## src/rtl/icache_loader_pkg.sv

```systemverilog
// ============================================================================
// Module   : icache_loader_pkg
// Brief    : Shared state encoding and sizing constants for the program loader.
// Revision : 1.0
// ============================================================================
`default_nettype none

package icache_loader_pkg;

    localparam int BYTES_PER_WORD = 4;
    localparam int DEFAULT_DEPTH  = 32;
    localparam int LANE_W         = $clog2(BYTES_PER_WORD);

    typedef enum logic [1:0] {
        ST_IDLE  = 2'd0,
        ST_LOAD  = 2'd1,
        ST_FLUSH = 2'd2,
        ST_DONE  = 2'd3
    } state_t;

endpackage

`default_nettype wire

```

## src/rtl/icache_loader_packer.sv

```systemverilog
// ============================================================================
// Module   : byte_packer
// Brief    : Little-endian byte-lane assembly with a word-complete pulse.
// Revision : 1.0
// ============================================================================
`default_nettype none

module byte_packer
    import icache_loader_pkg::*;
(
    input  logic                          clk,
    input  logic                          rst,
    input  logic                          i_clear,
    input  logic                          i_fire,
    input  logic [7:0]                    i_byte,
    output logic [8*BYTES_PER_WORD-1:0]   o_word,
    output logic                          o_word_done
);

    localparam logic [LANE_W-1:0] c_LAST_LANE = LANE_W'(BYTES_PER_WORD - 1);

    logic [LANE_W-1:0]                 r_lane;
    logic [8*(BYTES_PER_WORD-1)-1:0]   r_bytes;

    // Earlier bytes shift down so the completing byte lands in the top lane.
    always_ff @(posedge clk) begin
        if (rst || i_clear) begin
            r_lane  <= '0;
            r_bytes <= '0;
        end else if (i_fire) begin
            r_lane  <= r_lane + 1'b1;
            r_bytes <= {i_byte, r_bytes[8*(BYTES_PER_WORD-1)-1:8]};
        end
    end

    assign o_word      = {i_byte, r_bytes};
    assign o_word_done = i_fire && (r_lane == c_LAST_LANE);

endmodule

`default_nettype wire

```

## src/rtl/icache_loader.sv

```systemverilog
// ============================================================================
// Module   : icache_loader
// Brief    : Streams program bytes into 32-bit instruction-store writes.
// Revision : 1.0
// ============================================================================
`default_nettype none

module icache_loader
    import icache_loader_pkg::*;
#(
    parameter int          DEPTH     = DEFAULT_DEPTH,
    parameter logic [31:0] BASE_ADDR = 32'h0
) (
    input  logic        clock,
    input  logic        reset,
    input  logic        start,
    input  logic [5:0]  len,
    input  logic        byte_valid,
    input  logic [7:0]  byte_data,
    output logic        byte_ready,
    output logic        wr_en,
    output logic [31:0] wr_addr,
    output logic [31:0] wr_data,
    output logic        busy,
    output logic        done
);

    localparam int c_CW = ($clog2(DEPTH + 1) > 6) ? $clog2(DEPTH + 1) : 6;
    localparam logic [c_CW-1:0] c_DEPTH = c_CW'(DEPTH);

    state_t             r_state;
    state_t             w_next;
    logic [c_CW-1:0]    r_word_idx;
    logic [c_CW-1:0]    r_last_idx;
    logic [c_CW-1:0]    w_len_ext;
    logic [c_CW-1:0]    w_len_clamped;
    logic               w_start_ok;
    logic               w_fire;
    logic               w_word_done;
    logic               w_last_word;
    logic [31:0]        w_word;

    assign w_len_ext     = c_CW'(len);
    assign w_len_clamped = (w_len_ext > c_DEPTH) ? c_DEPTH : w_len_ext;
    assign w_start_ok    = start && ((r_state == ST_IDLE) || (r_state == ST_DONE));
    assign w_fire        = byte_valid && byte_ready;
    assign w_last_word   = w_word_done && (r_word_idx == r_last_idx);

    assign byte_ready = (r_state == ST_LOAD);
    assign busy       = (r_state == ST_LOAD) || (r_state == ST_FLUSH);
    assign done       = (r_state == ST_DONE);

    byte_packer u_packer (
        .clk         (clock),
        .rst         (reset),
        .i_clear     (w_start_ok),
        .i_fire      (w_fire),
        .i_byte      (byte_data),
        .o_word      (w_word),
        .o_word_done (w_word_done)
    );

    always_ff @(posedge clock) begin
        if (reset) begin
            r_state <= ST_IDLE;
        end else begin
            r_state <= w_next;
        end
    end

    always_comb begin
        w_next = r_state;
        case (r_state)
            ST_IDLE, ST_DONE: begin
                if (w_start_ok) begin
                    w_next = (len == 6'd0) ? ST_DONE : ST_LOAD;
                end
            end
            ST_LOAD: begin
                if (w_last_word) begin
                    w_next = ST_FLUSH;
                end
            end
            ST_FLUSH: begin
                w_next = ST_DONE;
            end
            default: begin
                w_next = ST_IDLE;
            end
        endcase
    end

    // Write port is registered: the strobe follows the completing byte by one cycle.
    always_ff @(posedge clock) begin
        if (reset) begin
            r_word_idx <= '0;
            r_last_idx <= '0;
            wr_en      <= 1'b0;
            wr_addr    <= '0;
            wr_data    <= '0;
        end else begin
            wr_en <= 1'b0;
            if (w_start_ok) begin
                r_word_idx <= '0;
                r_last_idx <= w_len_clamped - 1'b1;
            end else if (w_word_done) begin
                wr_en      <= 1'b1;
                wr_data    <= w_word;
                wr_addr    <= BASE_ADDR + (32'(r_word_idx) << 2);
                r_word_idx <= r_word_idx + 1'b1;
            end
        end
    end

endmodule

`default_nettype wire
```

## config.mk

```make
export PLATFORM = sky130hd
export DESIGN_NAME = icache_loader
export DESIGN_NICKNAME = d
export VERILOG_FILES = /design/src/rtl/icache_loader_pkg.sv /design/src/rtl/icache_loader_packer.sv /design/src/rtl/icache_loader.sv
export SDC_FILE = /design/constraint.sdc
export NUM_CORES = 1
export LEC_CHECK = 0
export CORE_ASPECT_RATIO = 1.75
export CORE_MARGIN = 1
export CORE_UTILIZATION = 48
export CTS_CLUSTER_SIZE = 30
export DETAILED_ROUTE_END_ITERATION = 16
export PLACE_DENSITY = 0.75
export SYNTH_ARGS = -nofsm -noshare
export SYNTH_HDL_FRONTEND = slang
export SYNTH_SLANG_ARGS = --single-unit
```

## constraint.sdc

```tcl
create_clock -name clock -period 1.9 [get_ports clock]
set_clock_uncertainty 0.1 [all_clocks]
set_input_delay 0.285 -clock clock [delete_from_list [all_inputs] [get_ports clock]]
set_output_delay 0.285 -clock clock [all_outputs]
set_load 0.01 [all_outputs]
```

=== Yosys cells after proc, flatten, opt, wreduce, memory -nomap -nowiden ===
Index checks and enable logic that the tools add are counted.

* Add/sub/neg operators: 3
* $mul: 0
* Divide/modulo/power cells: 0
* $lt $le $gt $ge: 1
* Eq/ne operators: 7
* Shift-type cells: 0
* Multiplexer cells: 6
* Bitwise gates (word level): 1
* Reduce and logical (&&, ||, !) cells: 13

{| class="wikitable"
|+ Operators with widths
! cell !! number
|-
| $add 6x1->6 const B || 1
|-
| $eq 2x2->1 const B || 3
|-
| $eq 6x6->1 || 1
|-
| $gt 6x6->1 const B || 1
|-
| $logic_not 6->1 || 1
|-
| $mux 2 || 3
|-
| $mux 6 || 1
|-
| $pmux 2 s3 || 1
|-
| $sub 6x1->6 const B || 1
|-
| $logic_and 1x1->1 || 4
|-
| $ne 2x1->1 const B || 2
|-
| $reduce_and 2->1 || 2
|-
| $reduce_or 2->1 || 2
|-
| $logic_or 1x1->1 || 3
|-
| $add 2x1->2 const B || 1
|-
| $eq 2x1->1 const B || 1
|-
| $logic_not 2->1 || 1
|-
| $mux 1 || 1
|-
| $not 1->1 || 1
|}

* Register bits: 79
* Bits in latches: 0
* RAM bits: 0
* Bits in read-only memories: 0
* Input port bits: 18
* Output and inout bits: 68
* Word-level logic and storage cells: 39
* Memories kept: 0

=== Logic depth before layout (Yosys ltp) ===
* Depth after elaboration: 6
* Gate-level depth with buffers: 9
* Depth with buffers taken out: 6

=== Modules after synthesis ===
From an unflattened synthesis, not the netlist that was laid out.

* Cells, all modules: 378
* Area total of the unflattened synthesis: 3355.7 sq um

{| class="wikitable"
|+ By module, submodules not included
! module !! times used !! cells an instance !! area each (sq um) !! sequential area each (sq um)
|-
| icache_loader || 1 || 283 || 2316.0 || 1061.0
|-
| byte_packer || 1 || 95 || 1039.7 || 520.5
|}

=== Worst setup path after synthesis ===
Ideal clock, no wire load.

* Kind: reg-to-reg
* Start: register r_state[1]
* End: register wr_addr[5]
* Library setup time: 0.069 ns
* Data arrival time: 1.454 ns
* Data required time: 1.731 ns
* Slack: 0.277 ns
* Cell stages (with the launch flop): 10
* Buffers on the path: 3
* Clock period less this slack: 1.623 ns
* Cell sequence: dfxtp_1 inv_1 ha_1 and2_4 buf_6 nor2_4 buf_6 buf_6 nand2_1 a21oi_2

* Word-level cells in the longest chain between the ends: 5
* Elaborated cells between the ends (all ways): 9
* Classes of those cells: eq/ne (2); bitwise (1); reduce/logical (6)

{| class="wikitable"
|+ RTL lines
! item !! RTL line !! source
|-
| start, declared || icache_loader.sv:31 || <nowiki>state_t r_state;</nowiki>
|-
| start signal, assigned || icache_loader.sv:67 || <nowiki>r_state <= w_next;</nowiki>
|-
| $eq 2x2->1 or $logic_not 2->1 (tied branches) || icache_loader.sv:45 || <nowiki>assign w_start_ok = start && ((r_state == ST_IDLE) || (r_state == ST_DONE));</nowiki>
|-
| $logic_or 1x1->1 || icache_loader.sv:45 ||
|-
| $logic_and 1x1->1 || icache_loader.sv:45 ||
|-
| $not 1->1 (no line) || n/a ||
|-
| $reduce_and 2->1 (no line) * || n/a ||
|-
| end signal, assigned || icache_loader.sv:109 || <nowiki>wr_addr <= BASE_ADDR + (32'(r_word_idx) << 2);</nowiki>
|-
| end, declared || icache_loader.sv:22 || <nowiki>output logic [31:0] wr_addr,</nowiki>
|}

Every way passes the cells marked *; elsewhere a longest branch is shown, timed or not.
A chain may end at the register's enable or synchronous reset.

=== Worst setup path after layout ===
* Start: register r_state[0]
* End: output byte_ready

* Word-level cells in the longest chain between the ends: 1

{| class="wikitable"
|+ RTL lines
! item !! RTL line !! source
|-
| $eq 2x1->1 || icache_loader.sv:49 || <nowiki>assign byte_ready = (r_state == ST_LOAD);</nowiki>
|-
| end, declared || icache_loader.sv:20 || <nowiki>output logic byte_ready,</nowiki>
|}

No other way between the ends.

==> out/qor.yml <==
insertion_delay_ps: 330
drv_cap: 0
ys_warn_count: 0
fmax_ghz: 0.541
min_path_type: "input port to register"
clkTransAtPathRegs_ps: 60
die_x_microns: 64.5
htreeDepth: 3
port_buffers: 59
die_height_microns: 111
vias_per_cell: 4.98
holdPathEnd: "wr_data[16]$_SDFFE_PP0P_"
yosysMostFrequentCell: "nand2_1"
r2r-end: "wr_addr[2]$_SDFFE_PP0P_"
clock_path_buffers: 2
rows: 39
pwr-share-seq: 0.455
maxSlewViolCount: 0
r2r-start: "r_state[1]$_SDFFE_PP0P_"
layoutNonFillerInstCount: 537
placedCellCount: 523
layout_min_cycle_time_ps: 1850
async_flop_share: 0
netlist-cell-type-count: 33
syn_to_final_growth_pct: 25.4
drt_first_pass_iters: 4
status: "complete, no violations"
multi_input_area_sq_um: 1450
yosys-top-cells-area: "dfxtp_1, nand2_1, a21oi_1, buf_4, xnor2_1"
drc: 0
via_count: 2674
core_area_sq_um: 6540
crit_path_end_kind: "primary output"
io_pins: 86
initial_core_util: 0.501
cts_buffers: 9
cp-start-kind: "register"
clkSinkCount: 79
gp_congestion: 0.852
worstHoldStart: "reset"
placed_area_sq_um: 3830
grt.overflow.total: 0
grt_use_total: 0.207
fin_area_sq_um: 4110
syn_area_sq_um: 3280
switchingPower_w: 0.000978
power.density_nw_per_um2: 945
synth-edff-count: 0
hold_viol: 0
combPwrFrac: 0.151
ant_nets: 0
wire_per_inst_microns: 12.6
setup_viol: 0
period_share: 0.973
synth_ff_type: "dfxtp_1"
internal_power_w: 0.00291
synth-seq-area-share: 0.482
ys_seq_elements: 79
hpwl_mm: 4.77
nFillCells: 602
ir_drop_mv: 0.706
drive_gt1_frac: 0.0813
power_leakage_nw: 1.43
syn_inst: 397
layout_setup_ws_ps: 50.5
switching_share: 0.252
preCtsSetupSlack_ps: 42.1
antenna_cells: 0
required_ps: 1510
first_global_vias: 2506
finalNetCount: 475
cts_tree: "yes"
grt_max_degree: 40
path_class: "register to primary output"
cts_setup_buffers: 0
area.sequential_sq_um: 1580
drtIter0Drc: 81
critical_path.max_fanout: 6
synth_top_area_share: 0.482
r2r_setup_slack_ps: 200
cts_root_buffer: "clkbuf_16"
holdPathStages: 3
antenna_found_initial: 0
arrival_ps: 1460
netlist_top_cells_count: "nand2_1, dfxtp_1, a21oi_1"
syn-mean-instance-area_sq_um: 8.26
clockPowerShare: 0.394
routed_wl_mm: 6.76
grt_pass1_wl_mm: 11.3
yosys.area.top_type: "dfxtp_1"
reg2reg_depth: 6
rsz0062_at_grt: "false"
die_area_sq_um: 7180
tns_ps: 0
==> flip-flops by register name (all words and copies together), names as in the netlist <==
register and cells:
wr_data 32, u_packer.r_bytes 24, r_last_idx 6, r_word_idx 6, wr_addr 6, r_state 2
u_packer.r_lane 2, wr_en 1
==> layout make-up <==
class                           count  area share
Multi-Input combinational cell    292       0.353
Sequential cell                    79       0.385
Inverter                            2     0.00183
Tap cell                           82      0.0250
Clock buffer                       13      0.0633
Timing Repair Buffer               68       0.171
Clock inverter                      1     0.00122
==> kinds of logic (layout without fill, tap and decap cells) <==
logic type	after synthesis	in the layout	synth area share
and+or+nand+nor	172	172	0.221
AOI/OAI and AO/OA	73	73	0.125
xor gates and xnor gates	14	14	0.0374
muxes	2	2	0.00611
DFF	79	79	0.482
adders and majority gates	5	5	0.0191
buffers and inverters	51	84	0.107
other	1	26	0.00114
==> metrics by stage <==
stage / power (W) / utilization / hold slack [ps]
after floorplan: 0.00222 / - / 321
after global placement: 0.00236 / 0.586 / 339
after detailed placement: 0.00237 / 0.586 / 347
after CTS: 0.00389 / 0.627 / 306
after global routing: 0.00406 / 0.629 / 337
final: 0.00388 / 0.629 / 319
==> worst max-delay path by stage <==
stage | from | endpoint | cells past startpoint
floorplan | r_state[1]$_SDFFE_PP0P_ | wr_addr[5]$_SDFFE_PP0P_ | 9
global placement | byte_valid | r_state[1]$_SDFFE_PP0P_ | 5
detailed placement | byte_valid | r_state[1]$_SDFFE_PP0P_ | 5
CTS | r_state[1]$_SDFFE_PP0P_ | byte_ready | 3
global route | r_state[0]$_SDFFE_PP0P_ | byte_ready | 2
finish | r_state[0]$_SDFFE_PP0P_ | byte_ready | 2
==> cell usage in the layout (no fill, tap or decap), drive strengths merged, types with 3 or more instances in the layout <==
cell type      instances
clkdlybuf4s50         57
nand2b                 6
xnor2                 10
clkbuf                13
o21ai                  3
ha                     5
dfxtp                 79
buf                   10
conb                  26
a21oi                 66
nor3                   3
nand4                  4
nor2                  14
nand2                136
xor2                   4
==> power by group through the flow <==
stage / combinational [W] / sequential (W) / clock (W)
after floorplan: 0.000428 / 0.00179 / 0
after global placement: 0.000559 / 0.00180 / 0
after detailed placement: 0.000570 / 0.00180 / 0
after CTS: 0.000570 / 0.00176 / 0.00156
after global routing: 0.000646 / 0.00177 / 0.00164
final: 0.000587 / 0.00177 / 0.00153
==> metal layers <==
metal  track usage  vias up  wire length (microns)
li1              -     1338                      -
met1         0.202     1246                   2500
met2         0.382       79                   3850
met3        0.0535       11                    279
met4         0.108        0                    141
met5             0        -                      0
==> worst max-delay path, stage by stage, from the launching register on <==
cell,delay [ps]
dfxtp_1,400
ha_4,190
clkdlybuf4s50_1,540
==> timing repair <==
action                     4_1_cts  5_1_grt
hold endpoints to repair         0        0
resized for setup                2        1
hold buffers                     0        0
setup endpoints to repair        2        2
(Power assumes the default switching activity.)
